**src/rtl/prbs_checker_popcount.sv**
```systemverilog
// Combinational population count of a WIDTH-bit vector.
module prbs_popcount #(
  parameter int WIDTH = 32
) (
  input  logic [WIDTH-1:0]           bits,
  output logic [$clog2(WIDTH+1)-1:0] count
);

  localparam int CW = $clog2(WIDTH + 1);

  // Sum of all set bits; synthesis balances this into an adder tree.
  always_comb begin
    count = '0;
    for (int i = 0; i < WIDTH; i++) begin
      count = count + CW'(bits[i]);
    end
  end

endmodule

```
**config.mk**
```make
export PLATFORM = sky130hd
export DESIGN_NAME = prbs_popcount
export DESIGN_NICKNAME = d
export VERILOG_FILES = /design/src/rtl/prbs_checker_popcount.sv
export SDC_FILE = /design/constraint.sdc
export NUM_CORES = 1
export LEC_CHECK = 0
export CORE_MARGIN = 10
export CORE_UTILIZATION = 43
export DETAILED_ROUTE_END_ITERATION = 8
export PLACE_DENSITY = 0.95
export REMOVE_ABC_BUFFERS = 1
export SYNTH_ARGS = -nofsm -noshare
export SYNTH_HDL_FRONTEND = slang
export SYNTH_SLANG_ARGS = --single-unit
```
**constraint.sdc**
```tcl
create_clock -name vclk -period 9
set_input_delay 2.25 -clock vclk [all_inputs]
set_output_delay 2.25 -clock vclk [all_outputs]
set_load 0.02 [all_outputs]
```
==> results.py <==
metrics = {
    "run_status": {
        "status": "finished clean",
    },
    "finish": {
        "diodes": 0,
        "nClkBuffers": 0,
        "final_cell_area_um2": 1196,
        "layout.area.seq_um2": 0,
        "area_growth_pct": 57.76,
        "drive_above_1_share_pct": 23.28,
        "seq_cells": 0,
        "layout_common_cells": "inv_1 (23), fa_1 (23), clkdlybuf4s50_1 (18)",
        "fillCellCount": 141,
        "layout.nets": 181,
    },
    "floorplan": {
        "start_util_pct": 44.40,
        "dieArea_um2": 3843,
        "core_um2": 1708,
        "die_w_um": 61.99,
        "ios": 38,
        "num_rows": 15,
        "die_h_um": 61.99,
    },
    "route": {
        "dr.pass1.iters": 4,
        "avgRoutedWirePerCell_um": 13.16,
        "drt-total-wl_mm": 1.856,
        "vias": 613,
        "antenna_left": 0,
        "route.detailed.drc": 0,
        "via_per_inst": 4.348,
        "drt_iter0_markers": 4,
    },
    "placement": {
        "dpl.hpwl_mm": 1.805,
        "dpl_cell_area_um2": 1200,
        "portBuffers": 38,
        "gp_congestion": 0.6949,
    },
    "synth": {
        "yosys_warnings": 0,
        "synth_cell_types": 11,
        "syn_inst": 73,
        "avgSynthCellArea_um2": 10.39,
        "syn_area_um2": 758.2,
        "ys_seq_area_share_pct": 0,
    },
    "worst_hold_path": {
        "hold_class": "in2out",
        "hold_depth": 7,
    },
    "global_routing": {
        "track_usage_pct": 9.711,
        "grt_pass1_vias": 700,
        "grt_overflow": 0,
        "met2_usage_pct": 22.08,
        "grt_max_degree": 4,
        "met3_usage_pct": 1.829,
        "busiest_layer": "met2",
        "met1_usage_pct": 8.623,
        "antenna_found_initial": 0,
        "grt_pass1_wl_mm": 2.884,
    },
    "sta": {
        "fin_crit_sh_pct": 98.43,
        "fin_crit_ns": 8.859,
        "setup_viol": 0,
        "fmax_mhz": 112.9,
        "tightest_slew_ns": 0.2169,
        "drv_slew": 0,
        "relSlewSlack_pct": 85.50,
        "hold_viol": 0,
    },
    "critical_path": {
        "cp.required_ns": 6.75,
        "cp-end-kind": "output pin",
        "cp-start-kind": "primary input",
        "worstPathArrival_ns": 6.61,
        "crit_type": "in2out",
        "cp_max_fo": 2,
    },
    "flow_run": {
        "cap_violations": 0,
    },
}
[layout make-up]
class	count	area (um2)	area share, %
multi-input cells	43	668.1	55.86
repair buffers	43	384.1	32.11
inverters	30	112.6	9.414
well taps	25	31.28	2.615
[synth_stat cells]
library cell / count / area share [%]
a21oi_2: 2 / 2.3
nand2_1: 2 / 0.99
xor2_1: 1 / 1.2
ha_1: 7 / 12
a21o_1: 1 / 0.99
nor2_1: 2 / 0.99
inv_1: 30 / 15
xnor2_1: 2 / 2.3
nand2b_1: 1 / 0.83
o21ai_0: 1 / 0.66
fa_1: 24 / 63
[logic make-up (layout without fill, tap and decap cells)]
group,count (synthesis),count (layout),share of synthesized area [%]
and+or+nand+nor,5,5,2.807
xor gates and xnor gates,3,3,3.466
adders and majority gates,31,31,74.92
buffers and inverters,30,73,14.85
AOI/OAI and AO/OA,4,4,3.961
[worst max-delay path, stage by stage]
cell and delay, ns:
clkbuf_2 0.09, inv_2 0.03, fa_1 0.54, inv_2 0.04
fa_1 0.52, fa_1 0.46, fa_1 0.51, fa_1 0.52
inv_1 0.05, fa_1 0.44, inv_2 0.08, ha_4 0.13
inv_2 0.03, fa_2 0.34, nand2b_4 0.15, a21oi_2 0.12
xor2_1 0.15, buf_4 0.16
[layer usage]
metal	wire length [um]	share of wire (%)
met5	0	0
met4	0	0
met3	156	8.4
met2	1099	59
met1	599	32
[timing repair]
action	CTS	global route
pin swaps	17	13
endpoints found under the setup margin	6	5
setup buffers	1	0
hold buffers	0	0
gates resized for setup	47	16
[worst paths after layout]
path | startpoint | slack, ns | to
worst min-delay path | bits[7] | 5.60 | count[4]
worst max-delay path | bits[3] | 0.14 | count[4]
[metrics by stage]
step / utilization [%] / worst slack [ns] / hold slack (ns) / setup TNS [ns] / std cells
after floorplan: - / 0.2006 / 4.710 / 0 / 73
after global placement: 70.26 / -0.7294 / 5.690 / -2.858 / 140
after detailed placement: 70.26 / -0.7788 / 5.694 / -3.136 / 140
after CTS: 70.18 / 0.0009166 / 5.617 / 0 / 141
after global routing: 70.04 / -0.04402 / 5.676 / -0.04835 / 141
final: 70.04 / 0.1413 / 5.598 / 0 / 141
Power is not shown: default switching activity piles up to over one toggle a cycle in this logic, so the estimate is an artifact.
